$ cat src/rtl/load_store_unit.sv
// Load/store unit between the pipeline and a synchronous single-port data memory.
// Handles sign/zero extension of loads and read-modify-write for sub-word stores.
module load_store_unit #(
   parameter int MEM_WORDS = 2048
) (
   input  logic        clk,
   input  logic        rst_n,
   input  logic        req_valid,
   output logic        req_ready,
   input  logic        req_write,
   input  logic [1:0]  req_size,
   input  logic        req_unsigned,
   input  logic [31:0] req_addr,
   input  logic [31:0] req_wdata,
   output logic        resp_valid,
   output logic [31:0] resp_rdata,
   output logic        resp_err,
   output logic [31:0] DMAddress,
   output logic [31:0] DMrd2,
   output logic        DMMemRead,
   output logic        DMMemWrite,
   input  logic [31:0] DMReadData
);

   typedef enum logic [2:0] {IDLE, ERR, RD, CAP, MERGE, WR, RESP} state_t;

   localparam logic [1:0]  SZ_BYTE = 2'b00;
   localparam logic [1:0]  SZ_HALF = 2'b01;
   localparam logic [1:0]  SZ_WORD = 2'b10;
   localparam logic [29:0] WORD_LIMIT = 30'(MEM_WORDS);

   state_t      state, next_state;
   logic        ready_en;
   logic        accept;
   logic        req_bad;

   logic        write_q;
   logic        unsigned_q;
   logic [1:0]  size_q;
   logic [31:0] addr_q;
   logic [31:0] wdata_q;

   logic [7:0]  byte_sel;
   logic [15:0] half_sel;
   logic [31:0] load_ext;
   logic [31:0] merged;

   logic        resp_valid_d, resp_err_d, mem_read_d, mem_write_d;
   logic [31:0] resp_rdata_d, dm_addr_d, dm_wdata_d;

   // Ready stays low until one edge after reset release, then tracks IDLE.
   assign req_ready = ready_en && (state == IDLE);
   assign accept    = req_valid && req_ready;

   always_comb begin
      req_bad = 1'b0;
      case (req_size)
         SZ_HALF: req_bad = req_addr[0];
         SZ_WORD: req_bad = |req_addr[1:0];
         SZ_BYTE: req_bad = 1'b0;
         default: req_bad = 1'b1;
      endcase
      if (req_addr[31:2] >= WORD_LIMIT) req_bad = 1'b1;
   end

   // Little-endian lane selection and extension of the word returned by memory.
   always_comb begin
      case (addr_q[1:0])
         2'd0:    byte_sel = DMReadData[7:0];
         2'd1:    byte_sel = DMReadData[15:8];
         2'd2:    byte_sel = DMReadData[23:16];
         default: byte_sel = DMReadData[31:24];
      endcase
      half_sel = addr_q[1] ? DMReadData[31:16] : DMReadData[15:0];
      case (size_q)
         SZ_BYTE: load_ext = {{24{~unsigned_q & byte_sel[7]}}, byte_sel};
         SZ_HALF: load_ext = {{16{~unsigned_q & half_sel[15]}}, half_sel};
         default: load_ext = DMReadData;
      endcase
   end

   always_comb begin
      merged = DMReadData;
      if (size_q == SZ_BYTE) begin
         case (addr_q[1:0])
            2'd0:    merged[7:0]   = wdata_q[7:0];
            2'd1:    merged[15:8]  = wdata_q[7:0];
            2'd2:    merged[23:16] = wdata_q[7:0];
            default: merged[31:24] = wdata_q[7:0];
         endcase
      end else if (addr_q[1]) begin
         merged[31:16] = wdata_q[15:0];
      end else begin
         merged[15:0] = wdata_q[15:0];
      end
   end

   // Next state plus the values every registered output takes in that state.
   always_comb begin
      // NOTE: every signal gets a default before the case so no path leaves it unassigned and infers a latch.
      next_state   = state;
      resp_valid_d = 1'b0;
      resp_err_d   = 1'b0;
      resp_rdata_d = '0;
      mem_read_d   = 1'b0;
      mem_write_d  = 1'b0;
      dm_addr_d    = DMAddress;
      dm_wdata_d   = DMrd2;
      case (state)
         IDLE: begin
            if (accept) begin
               if (req_bad) begin
                  next_state   = ERR;
                  resp_valid_d = 1'b1;
                  resp_err_d   = 1'b1;
               end else if (req_write && req_size == SZ_WORD) begin
                  next_state  = WR;
                  mem_write_d = 1'b1;
                  dm_addr_d   = {2'b00, req_addr[31:2]};
                  dm_wdata_d  = req_wdata;
               end else begin
                  next_state = RD;
                  mem_read_d = 1'b1;
                  dm_addr_d  = {2'b00, req_addr[31:2]};
               end
            end
         end
         ERR:  next_state = IDLE;
         RD:   next_state = write_q ? MERGE : CAP;
         CAP: begin
            next_state   = RESP;
            resp_valid_d = 1'b1;
            resp_rdata_d = load_ext;
         end
         MERGE: begin
            next_state  = WR;
            mem_write_d = 1'b1;
            dm_wdata_d  = merged;
         end
         WR: begin
            next_state   = RESP;
            resp_valid_d = 1'b1;
         end
         RESP:    next_state = IDLE;
         default: next_state = IDLE;
      endcase
   end

   always_ff @(posedge clk or negedge rst_n) begin
      if (!rst_n) begin
         // NOTE: sequential state uses non-blocking assignments so all flops update together at the edge.
         state      <= IDLE;
         ready_en   <= 1'b0;
         resp_valid <= 1'b0;
         resp_err   <= 1'b0;
         resp_rdata <= '0;
         DMMemRead  <= 1'b0;
         DMMemWrite <= 1'b0;
         DMAddress  <= '0;
         DMrd2      <= '0;
      end else begin
         state      <= next_state;
         ready_en   <= 1'b1;
         resp_valid <= resp_valid_d;
         resp_err   <= resp_err_d;
         resp_rdata <= resp_rdata_d;
         DMMemRead  <= mem_read_d;
         DMMemWrite <= mem_write_d;
         DMAddress  <= dm_addr_d;
         DMrd2      <= dm_wdata_d;
      end
   end

   always_ff @(posedge clk or negedge rst_n) begin
      if (!rst_n) begin
         write_q    <= 1'b0;
         unsigned_q <= 1'b0;
         size_q     <= SZ_BYTE;
         addr_q     <= '0;
         wdata_q    <= '0;
      end else if (accept) begin
         write_q    <= req_write;
         unsigned_q <= req_unsigned;
         size_q     <= req_size;
         addr_q     <= req_addr;
         wdata_q    <= req_wdata;
      end
   end

endmodule

$ cat config.mk
export PLATFORM = sky130hd
export DESIGN_NAME = load_store_unit
export DESIGN_NICKNAME = d
export VERILOG_FILES = /design/src/rtl/load_store_unit.sv
export SDC_FILE = /design/constraint.sdc
export NUM_CORES = 1
export LEC_CHECK = 0
export CORE_ASPECT_RATIO = 1.4
export CORE_MARGIN = 4
export CORE_UTILIZATION = 30
export DETAILED_ROUTE_END_ITERATION = 7
export GPL_TIMING_DRIVEN = 1
export SYNTH_ARGS = -nofsm -noshare
export SYNTH_HDL_FRONTEND = slang
export SYNTH_SLANG_ARGS = --single-unit
$ cat constraint.sdc
create_clock -name clk -period 3.94 [get_ports clk]
set_input_delay 0.788 -clock clk [delete_from_list [all_inputs] [get_ports clk]]
set_output_delay 0.788 -clock clk [all_outputs]
set_load 0.03 [all_outputs]
==> impl_metrics.env <==
export IMPL_outcome="finished clean"
export IMPL_post_synth_top_area_cell="dfrtp_1"
export IMPL_powerDensity_nw_per_um2=387
export IMPL_die_y_um=175
export IMPL_yosysMostFrequentCell="dfrtp_1"
export IMPL_cts_tree="built"
export IMPL_start_util_pct=30.4
export IMPL_ys_top_cells_by_area="dfrtp_1 (52%), mux2_2 (7.9%), nand2_1 (6.6%), mux2i_1 (4.0%), a21oi_1 (3.1%)"
export IMPL_p_leak_nw=4.25
export IMPL_worstSkewPairLatency_ps=410
export IMPL_cp_buffers_inverters=1
export IMPL_synth_seq_area_share_pct=51.7
export IMPL_hpwl_mm=14.8
export IMPL_viasPerCell=4.85
export IMPL_drive_gt1_share_pct=12.4
export IMPL_clock_sinks=124
export IMPL_stdcell_count=1066
export IMPL_dp_cells=1034
export IMPL_synth_flop_cell="dfrtp_1"
export IMPL_cp_start_kind="flip-flop"
export IMPL_syn_avg_cell_area_um2=9.85
export IMPL_area_growth_pct=46.5
export IMPL_rows=61
export IMPL_die_area_um2=22400
export IMPL_synth_common_cells="dfrtp_1 (124), nand2_1 (106), mux2_2 (42)"
export IMPL_hold_class="reg2reg"
export IMPL_crit_type="reg2out"
export IMPL_finalPower_mw=3.41
export IMPL_cpLargestDelayFamily="buffers and inverters"
export IMPL_io_pins=204
export IMPL_crit_path_max_fanout=12
export IMPL_grt_pass1_wl_mm=30.2
export IMPL_cts_root_buffer="clkbuf_16"
export IMPL_core_um2=19800
export IMPL_yosys_warnings=0
export IMPL_hold_violations=0
export IMPL_cts_buffers=17
export IMPL_n_antenna_cell=0
export IMPL_cts_max_path_buffers=2
export IMPL_maxSlewViolCount=0
export IMPL_rsz0062_at_grt="false"
export IMPL_pre_cts_slack_ps=870
export IMPL_clk_pin_slew_ps=60
export IMPL_fin_crit_ps=2820
export IMPL_ys_types=47
export IMPL_netlist_instances=610
export IMPL_timing_hold_ws_ps=496
export IMPL_timing_fmax_mhz=354
export IMPL_grt_pass1_vias=5303
export IMPL_fin_area_um2=8800
export IMPL_arrival_ps=2030
export IMPL_htreeDepth=4
export IMPL_maxSlewHeadroom_pct=30.9
export IMPL_slowest_delay_ps=690
export IMPL_required_ps=3150
export IMPL_io_buffer_count=201
export IMPL_fin_tns_setup_ps=0
export IMPL_antenna_found_initial=0
export IMPL_max_cap_violations=0
export IMPL_post_cts_resized=0
export IMPL_synth_seq_cells=124
export IMPL_grt_remaining_overflow=0
export IMPL_cts_hold_buf=0
export IMPL_gp_congestion=0.931
export IMPL_setup_violations=0
export IMPL_syn_area_um2=6010
export IMPL_worst_slew_pin_slew_ps=1040
export IMPL_placed_area_um2=8230
export IMPL_slowest_stage="clkdlybuf4s50_1"
export IMPL_skew_ps=5.59
export IMPL_fin_nets=904
export IMPL_grt_use_total_pct=17.7
export IMPL_synth_edf_count=0
export IMPL_final_setup_worst_slack_ps=1120
export IMPL_antenna_left=0
export IMPL_grt_max_degree=82
export IMPL_wl_per_cell_um=18.5
export IMPL_post_cts_buffers=0
export IMPL_die_width_um=128
export IMPL_irDropWorstVdd_v=0.000254
export IMPL_post_route_util_pct=44.5
export IMPL_path_cells="nor3_2, and2_1, clkdlybuf4s50_1"
export IMPL_dr_total_vias=5170
export IMPL_drt_iter0_drc=303
export IMPL_wl_mm=19.7
export IMPL_critPathCaptureType="output port"
export IMPL_first_pass_iters=5
export IMPL_drc=0
export IMPL_yosys_area_top_type_share_pct=51.7
export IMPL_post_route_period_util_pct=71.6
export IMPL_async_reset_ff_share_pct=100
routing by layer:
metal  share of wire [%]  vias to the layer above  global-route usage (%)
met5                   0                        -                       0
met4                 3.4                        0                    7.74
met3                 6.1                       32                    4.29
met2                  49                      192                    29.0
met1                  41                     2472                    22.0
li1                    -                     2474                       -
worst reg2reg max path: cells and delay by family, from the launching register on:
kind / cells / cell delay (ps)
mux: 1 / 300
simple gates: 2 / 960
flops: 1 / 650
compound gates: 2 / 520
layout make-up:
class | count | area (um^2)
Clock buffer | 25 | 485
Clock inverter | 7 | 87.6
Fill cell | 1854 | 11000
Inverter | 27 | 101
Multi-Input combinational cell | 416 | 2590
Sequential cell | 124 | 3100
Tap cell | 252 | 315
Timing Repair Buffer | 215 | 2110
final timing paths:
check / startpoint / to / slack, ps / cells past startpoint
setup / recovery: state[0]$_DFFE_PN0N_ / req_ready / 1120 / 3
hold / removal: DMAddress[19]$_DFFE_PN0P_ / DMAddress[19]$_DFFE_PN0P_ / 500 / 1
setup reg to reg: addr_q[1]$_DFFE_PN0P_ / DMrd2[12]$_DFFE_PN0P_ / 1400 / 5
hold reg to reg: DMAddress[19]$_DFFE_PN0P_ / DMAddress[19]$_DFFE_PN0P_ / 500 / 1
max in group asynchronous: rst_n / ready_en$_DFF_PN0_ / 2500 / 2
min in group asynchronous: rst_n / DMMemWrite$_DFF_PN0_ / 570 / 1
kinds of logic after synthesis:
kind of cell	share of synthesized area [%]
AO/OA/AOI/OAI	14.4
XOR/XNOR	0.146
buffers and inverters	5.42
flip-flops	51.7
multiplexers	12.4
other	0.125
AND/OR/NAND/NOR	15.8
where the power goes:
part | leakage [nW] | switching, mW | total [mW] | internal [mW]
Combinational | 2.32 | 0.283 | 0.502 | 0.219
Clock | 0.281 | 0.547 | 1.52 | 0.977
Sequential | 1.65 | 0.0687 | 1.38 | 1.31
sequential cells by signal, summed over array words and instances, names as in the netlist, 2 cells and up:
signal	cells
wdata_q	16
DMAddress	30
resp_rdata	32
addr_q	2
state	3
size_q	2
DMrd2	32
placed cells by master, fill, tap and decap left out, types with 2 or more instances in the layout:
cell	netlist	final
dfrtp_1	124	124
nand3_1	18	18
nor2_1	40	40
a221oi_1	8	8
clkdlybuf4s50_1	0	200
clkbuf_16	0	17
nor3_2	1	2
clkinv_2	0	4
nand3b_1	2	2
o22ai_1	2	2
conb_1	2	3
and2_1	3	3
nor4_1	5	5
a22oi_1	8	8
inv_1	27	27
nand2b_1	3	3
buf_4	2	15
nand2_1	106	106
clkbuf_1	22	5
o21ai_0	30	30
a211oi_1	8	8
clkbuf_8	0	3
bufinv_16	0	2
a21o_1	17	17
mux2_2	42	42
a31oi_1	8	8
o221a_2	7	7
mux2i_1	24	24
and3_1	2	2
nor2b_1	23	23
nor3_1	3	2
a21oi_1	37	37
Note: power is estimated with default switching activity, not from simulation.
